[src/rtl/aes_pkg.sv]
// ---------------------------------------------------------------------------
// aes_pkg : shared AES constants, FSM state type and GF(2^8) helpers
// Revision: 1.0
// ---------------------------------------------------------------------------
`default_nettype none

package aes_pkg;

  localparam int         BYTE_W        = 8;
  localparam logic [7:0] GF_POLY       = 8'h1B;
  localparam logic [7:0] SBOX_AFFINE_C = 8'h63;
  localparam logic [7:0] INV_AFFINE_C  = 8'h05;

  typedef enum logic [1:0] {
    IDLE = 2'd0,
    BUSY = 2'd1,
    DONE = 2'd2
  } state_t;

  function automatic logic [7:0] gf_mul(input logic [7:0] a, input logic [7:0] b);
    logic [7:0] p;
    logic [7:0] x;
    p = 8'h00;
    x = a;
    for (int i = 0; i < 8; i++) begin
      if (b[i]) p = p ^ x;
      x = {x[6:0], 1'b0} ^ (x[7] ? GF_POLY : 8'h00);
    end
    return p;
  endfunction

  // a^254 == a^-1 in GF(2^8), and naturally maps 0 to 0
  function automatic logic [7:0] gf_inv(input logic [7:0] a);
    logic [7:0] x2, x3, x6, x12, x15, x30, x60, x120, x240, x252;
    x2   = gf_mul(a, a);
    x3   = gf_mul(x2, a);
    x6   = gf_mul(x3, x3);
    x12  = gf_mul(x6, x6);
    x15  = gf_mul(x12, x3);
    x30  = gf_mul(x15, x15);
    x60  = gf_mul(x30, x30);
    x120 = gf_mul(x60, x60);
    x240 = gf_mul(x120, x120);
    x252 = gf_mul(x240, x12);
    return gf_mul(x252, x2);
  endfunction

  function automatic logic [7:0] rotl8(input logic [7:0] b, input int n);
    return (b << n) | (b >> (8 - n));
  endfunction

endpackage

`default_nettype wire

[src/rtl/aes_sbox_gf.sv]
// ---------------------------------------------------------------------------
// aes_sbox_gf : combinational forward/inverse AES S-box built on one GF inverter
// Revision: 1.0
// ---------------------------------------------------------------------------
`default_nettype none

module aes_sbox_gf
  import aes_pkg::*;
(
  input  logic [7:0] din,
  input  logic       inv,
  output logic [7:0] dout
);

  logic [7:0] inv_aff;
  logic [7:0] gf_in;
  logic [7:0] gf_out;
  logic [7:0] fwd_aff;

  // Inverse mode applies its affine before the inversion, forward after it,
  // so a single inverter serves both directions.
  assign inv_aff = rotl8(din, 1) ^ rotl8(din, 3) ^ rotl8(din, 6) ^ INV_AFFINE_C;
  assign gf_in   = inv ? inv_aff : din;
  assign gf_out  = gf_inv(gf_in);
  assign fwd_aff = gf_out ^ rotl8(gf_out, 1) ^ rotl8(gf_out, 2) ^ rotl8(gf_out, 3)
                 ^ rotl8(gf_out, 4) ^ SBOX_AFFINE_C;
  assign dout    = inv ? gf_out : fwd_aff;

endmodule

`default_nettype wire

[src/rtl/sub_bytes_engine.sv]
// ---------------------------------------------------------------------------
// sub_bytes_engine : time-multiplexed SubBytes/InvSubBytes over a valid/ready word
// Revision: 1.0
// ---------------------------------------------------------------------------
`default_nettype none

module sub_bytes_engine
  import aes_pkg::*;
#(
  parameter int LANES    = 16,
  parameter int NUM_SBOX = 4
) (
  input  logic                  clk,
  input  logic                  rst,
  input  logic                  in_valid,
  output logic                  in_ready,
  input  logic                  in_inv,
  input  logic [8*LANES-1:0]    in_data,
  output logic                  out_valid,
  input  logic                  out_ready,
  output logic                  out_inv,
  output logic [8*LANES-1:0]    out_data,
  output logic                  busy
);

  localparam int BEATS = LANES / NUM_SBOX;
  localparam int CNT_W = (BEATS > 1) ? $clog2(BEATS) : 1;

  generate
    if (LANES < 1 || NUM_SBOX < 1 || NUM_SBOX > LANES || (LANES % NUM_SBOX) != 0) begin : g_param_check
      $error("sub_bytes_engine: invalid LANES/NUM_SBOX combination");
    end
  endgenerate

  state_t               state;
  logic [CNT_W-1:0]     cnt;
  logic [8*LANES-1:0]   work;
  logic [8*LANES-1:0]   work_next;
  logic                 inv_q;
  logic [7:0]           beat_bytes [BEATS][NUM_SBOX];
  logic [7:0]           sbox_in    [NUM_SBOX];
  logic [7:0]           sbox_out   [NUM_SBOX];

  genvar b, j, i;
  generate
    for (b = 0; b < BEATS; b++) begin : g_beat
      for (j = 0; j < NUM_SBOX; j++) begin : g_slot
        assign beat_bytes[b][j] = work[BYTE_W*(b*NUM_SBOX+j) +: BYTE_W];
      end
    end

    for (j = 0; j < NUM_SBOX; j++) begin : g_sbox
      assign sbox_in[j] = beat_bytes[cnt][j];
      aes_sbox_gf u_sbox (
        .din  (sbox_in[j]),
        .inv  (inv_q),
        .dout (sbox_out[j])
      );
    end

    // Only the bytes of the current beat are replaced; the rest hold.
    for (i = 0; i < LANES; i++) begin : g_wb
      assign work_next[BYTE_W*i +: BYTE_W] = (cnt == CNT_W'(i / NUM_SBOX))
                                           ? sbox_out[i % NUM_SBOX]
                                           : work[BYTE_W*i +: BYTE_W];
    end
  endgenerate

  always_ff @(posedge clk) begin
    if (rst) begin
      state <= IDLE;
      cnt   <= '0;
      work  <= '0;
      inv_q <= 1'b0;
    end else begin
      case (state)
        IDLE: begin
          if (in_valid) begin
            work  <= in_data;
            inv_q <= in_inv;
            cnt   <= '0;
            state <= BUSY;
          end
        end
        BUSY: begin
          work <= work_next;
          if (cnt == CNT_W'(BEATS - 1)) begin
            cnt   <= '0;
            state <= DONE;
          end else begin
            cnt <= cnt + CNT_W'(1);
          end
        end
        DONE: begin
          if (out_ready) begin
            if (in_valid) begin
              work  <= in_data;
              inv_q <= in_inv;
              cnt   <= '0;
              state <= BUSY;
            end else begin
              state <= IDLE;
            end
          end
        end
        default: state <= IDLE;
      endcase
    end
  end

  assign out_data  = work;
  assign out_inv   = inv_q;
  assign out_valid = (state == DONE);
  assign busy      = (state == BUSY);
  assign in_ready  = (state == IDLE) || ((state == DONE) && out_ready);

endmodule

`default_nettype wire

[config.mk]
export PLATFORM = sky130hd
export DESIGN_NAME = sub_bytes_engine
export DESIGN_NICKNAME = d
export VERILOG_FILES = /design/src/rtl/aes_pkg.sv /design/src/rtl/aes_sbox_gf.sv /design/src/rtl/sub_bytes_engine.sv
export SDC_FILE = /design/constraint.sdc
export NUM_CORES = 2
export LEC_CHECK = 0
export BUFFER_PORTS_ARGS = -buffer_cell sky130_fd_sc_hd__buf_2
export CAP_MARGIN = 0
export CORE_ASPECT_RATIO = 1.1
export CORE_MARGIN = 5
export CORE_UTILIZATION = 35
export CTS_CLUSTER_DIAMETER = 30
export DETAILED_ROUTE_END_ITERATION = 8
export PLACE_DENSITY = 0.51
export REMOVE_ABC_BUFFERS = 1
export SLEW_MARGIN = 20
export SYNTH_ARGS = -nofsm -noshare
export SYNTH_HDL_FRONTEND = slang
export SYNTH_HIERARCHICAL = 1
export SYNTH_SLANG_ARGS = --single-unit
[constraint.sdc]
create_clock -name clk -period 42.9 [get_ports clk]
set_clock_uncertainty 0.2 [all_clocks]
set_input_delay 4.29 -clock clk [delete_from_list [all_inputs] [get_ports clk]]
set_output_delay 4.29 -clock clk [all_outputs]
set_load 0.05 [all_outputs]
==> results by stage <==
GRT:
- Across every metal layer, demand over resource in global routing totals 0.208.
- The number of global-route vias before repair is roughly 47,000.
- Entering global routing, the biggest net connects 81 pins.
- The total overflow left after global routing is 0.
- The number of antenna violations at the first check in global routing is 13.
- The global-route wire length before repair is roughly 290,000 µm.

Critical path:
- By instance count, the cell type seen most on the critical path is sky130_fd_sc_hd__xnor3_1.
- The largest fanout on the critical path is 28.
- The nature of the critical path endpoint is a register.
- STA puts the critical path data required time at 43,080 ps.
- In this design, the largest share of critical-path delay is due to XOR/XNOR gates.
- The critical path is of the reg -> reg type.
- The reg-to-reg startpoint is cnt[0]$_SDFFE_PP0P_.
- On the worst path, the slowest cell contributes a delay of around 950 ps.
- The slowest stage of the critical path belongs to the cell sky130_fd_sc_hd__xnor3_1.
- The critical path contains buffers and inverters numbering 8 combined.
- The startpoint class of the critical path is a register.
- The arrival time at the worst endpoint is about 25,000 ps.
- The most critical setup path has its startpoint at cnt[0]$_SDFFE_PP0P_.

Logic synthesis:
- The count of flip-flops with a built-in enable after synthesis is 0.
- The share of synthesized area in the top cell type comes to 0.155.
- The mean cell area of the mapped netlist is about 8.5 µm².
- The synthesized netlist occupies a cell area of around 0.057 mm².
- The largest area contributor in the netlist is sky130_fd_sc_hd__xnor2_1.
- In this run, distinct cell masters in the synthesized netlist total 113.
- After synthesis, the cell types taking the most area are sky130_fd_sc_hd__xnor2_1 15%, sky130_fd_sc_hd__xnor3_1 14%, sky130_fd_sc_hd__nor2_1 6.1%, sky130_fd_sc_hd__dfxtp_1 4.7%, sky130_fd_sc_hd__xor2_1 4.5%.
- The post-synthesis sequential area ratio is 0.0469.
- The number of cells produced by synthesis is between 6,000 and 7,000.
- The fraction of registers with async set/reset is 0.
- For this run, the leading register cell type out of synthesis is sky130_fd_sc_hd__dfxtp_1.
- The Yosys step of the flow raised 6 warnings.
- Counting flops and latches in the post-synthesis netlist gives ~130.

Detailed routing:
- The average detailed-routed wire length per instance is about 21 µm.
- The via density per instance is ~5.6.
- The number of detailed-route iterations in the first pass is 6.
- For this block, the via count after detailed routing is 49,100.
- The count of nets left with antenna violations after detail routing is 0.
- The number of DRC violations after detailed-routing iteration 0 is 3,975.
- The number of DRC violations after detailed routing is 0.
- The sum of routed wire length over all layers is 185,000 µm.

STA:
- Setup repair after global routing left no endpoint under its margin.
- The slew at the pin with the worst max-slew slack is between 1000 and 1500 ps.
- The final-report max-slew violation count is 0.
- The final critical path time including I/O delays and setup is 25,080 ps.
- The total negative setup slack is 0 ps.
- Setup violations remaining at the end of the flow were counted as 0.
- The final count of hold timing violations came to 0.
- The maximum operating frequency is 39.9 MHz.
- The worst slew margin relative to its limit is 0.266.
- The portion of the clock cycle consumed by the worst path in the final layout is 0.585.

Finish:
- The final layout net count is 6,823.
- In the final layout, the share of cells above drive strength 1 is 0.160.
- Compared with the post-synthesis result, the final layout area differs by 5.35%.
- The sequential cell area is around 0.0027 mm².
- After filler insertion, the fill cell instance count of the layout stands at approximately 17,000.
- The multi-input combinational cells in the finished layout cover a total of slightly above 0.05 mm².

Floorplan:
- The width of the chip is approximately 390 µm.
- The die covers ~0.17 mm².
- The core box area is between 0.15 and 0.2 mm².
- The die height is around 430 µm.
- During I/O placement, the number of pins put on the boundary was approximately 270.
- Row generation in the floorplan step produced between 150 and 200 rows.
- For this configuration, the core starts out at a cell density of 0.351.

Clocking:
- The clock root buffer is sky130_fd_sc_hd__clkbuf_16.
- TritonCTS created 17 clock buffers.
- After clock tree synthesis, the clock-pin slew on the worst setup and hold paths is roughly 70 ps.
- Buffers inserted to repair hold after CTS numbered 0.
- The H-tree was split into 4 levels.
- The count of instances resized after the clock tree is built is 0.
- TritonCTS built the clock tree.
- CTS saw between 100 and 150 sinks.
- The worst-case clock buffer depth is 2.
- The number of setup buffers added after CTS is 0.
- The later-pin clock latency in the skew report is around 490 ps.

Status:
- The flow ran to the end, and the final reports show no timing, DRC or antenna violations.

Run:
- The count of maximum capacitance violations is 0.

Min path:
- In this run the most critical hold path is launched from out_data[31]$_SDFFE_PP0P_.
- In this run the worst hold path is classified as reg -> reg.

Placement:
- Port buffering added 264 buffers.
- Detailed placement finished with a half-perimeter wire length of 137,000 µm.
- The congestion estimate from routability-driven global placement came to 0.901.
through the flow:
stage	setup WS, ps	cells	instance area (µm²)	hold slack [ps]	utilization
after floorplan	17610	6245	54200	398	-
after global placement	18220	8758	59200	314	0.366
after detailed placement	17890	8758	59200	312	0.366
after CTS	17830	8790	59800	323	0.370
after global routing	16190	8793	59800	355	0.370
final	17820	8800	59800	319	0.370
cells in the mapped netlist, types with 92 or more instances:
cell and n:
sky130_fd_sc_hd__a211oi_2 113, sky130_fd_sc_hd__a21oi_1 370, sky130_fd_sc_hd__and2_1 92, sky130_fd_sc_hd__buf_2 162, sky130_fd_sc_hd__clkbuf_1 200, sky130_fd_sc_hd__dfxtp_1 133, sky130_fd_sc_hd__mux2i_1 181, sky130_fd_sc_hd__nand2_1 572
sky130_fd_sc_hd__nand3_1 116, sky130_fd_sc_hd__nor2_1 924, sky130_fd_sc_hd__nor3_1 121, sky130_fd_sc_hd__o21ai_0 168, sky130_fd_sc_hd__xnor2_1 1004, sky130_fd_sc_hd__xnor2_2 108, sky130_fd_sc_hd__xnor3_1 348, sky130_fd_sc_hd__xor2_1 292
worst register-to-register path, delay by kind of cell, from the launching register on:
family	cells	cell delay (ps)
AO/OA/AOI/OAI	8	2040
XOR/XNOR	28	12210
adder cells (fa/ha/maj)	7	3110
buffers and inverters	8	2380
flip-flops	1	610
multiplexers	3	1410
AND/OR/NAND/NOR	15	2980
final timing paths:
check | to | depth (start not counted) | slack, ps
setup / recovery | out_data[127]$_SDFFE_PP0P_ | 69 | 17820
hold / removal | out_data[31]$_SDFFE_PP0P_ | 2 | 320
setup reg to reg | out_data[127]$_SDFFE_PP0P_ | 69 | 17820
hold reg to reg | out_data[31]$_SDFFE_PP0P_ | 2 | 320
area by class of cell:
type,count,share of cell area
multi-input combinational,6005,0.856
sequential,133,0.0447
tap,2119,0.0443
timing repair buffer,394,0.0385
clock buffer,18,0.00734
inverter,107,0.00697
clock inverter,14,0.00167
antenna,10,0.000418
cells by family after synthesis:
family,share of synthesized area
compound gates,0.199
fa+ha+maj,0.00705
buf+inv,0.0521
xor+xnor,0.452
flops,0.0469
simple gates,0.182
mux,0.0614
cell usage in the layout (no fill, tap or decap), types with 24 or more instances in the layout:
cell,Yosys,layout
sky130_fd_sc_hd__xnor2_1,1004,999
sky130_fd_sc_hd__nor2_1,924,924
sky130_fd_sc_hd__nand2_1,572,572
sky130_fd_sc_hd__a21oi_1,370,369
sky130_fd_sc_hd__xnor3_1,348,348
sky130_fd_sc_hd__xor2_1,292,292
sky130_fd_sc_hd__buf_2,162,263
sky130_fd_sc_hd__mux2i_1,181,181
sky130_fd_sc_hd__o21ai_0,168,168
sky130_fd_sc_hd__buf_4,58,130
sky130_fd_sc_hd__dfxtp_1,133,130
sky130_fd_sc_hd__nor3_1,121,121
sky130_fd_sc_hd__nand3_1,116,116
sky130_fd_sc_hd__a211oi_2,113,113
sky130_fd_sc_hd__xnor2_2,108,113
sky130_fd_sc_hd__and2_1,92,92
sky130_fd_sc_hd__xor3_1,80,80
sky130_fd_sc_hd__a211oi_1,75,75
sky130_fd_sc_hd__inv_1,70,70
sky130_fd_sc_hd__o22ai_1,68,68
sky130_fd_sc_hd__o211ai_1,64,64
sky130_fd_sc_hd__or3_1,60,60
sky130_fd_sc_hd__mux2_2,56,56
sky130_fd_sc_hd__xnor3_2,56,56
sky130_fd_sc_hd__nor2b_1,54,54
sky130_fd_sc_hd__nand2b_1,52,51
sky130_fd_sc_hd__o21ai_1,48,48
sky130_fd_sc_hd__a22oi_1,45,45
sky130_fd_sc_hd__and3_1,44,44
sky130_fd_sc_hd__xor2_2,40,40
sky130_fd_sc_hd__a21o_1,36,36
sky130_fd_sc_hd__a221oi_1,36,36
sky130_fd_sc_hd__mux4_2,32,32
sky130_fd_sc_hd__ha_1,32,32
sky130_fd_sc_hd__inv_2,32,32
sky130_fd_sc_hd__nor4_1,32,32
sky130_fd_sc_hd__o211a_1,32,32
sky130_fd_sc_hd__a31oi_1,28,28
sky130_fd_sc_hd__o21a_1,24,24
state kept, by name, indices dropped and copies added, names as in the netlist:
register  flops
out_data    128
out_inv       1
state         2
cnt           2
per-layer routing:
layer | wire (µm) | global-route usage | part of all wire
met5 | 27 | 0 | 0.00015
met4 | 4710 | 0.0508 | 0.026
met3 | 9880 | 0.0298 | 0.053
met2 | 86100 | 0.348 | 0.47
met1 | 84100 | 0.282 | 0.46
Power is left out: the tool's default activity adds up to more than one toggle a clock period on the data nets, which glitch-free logic cannot reach.
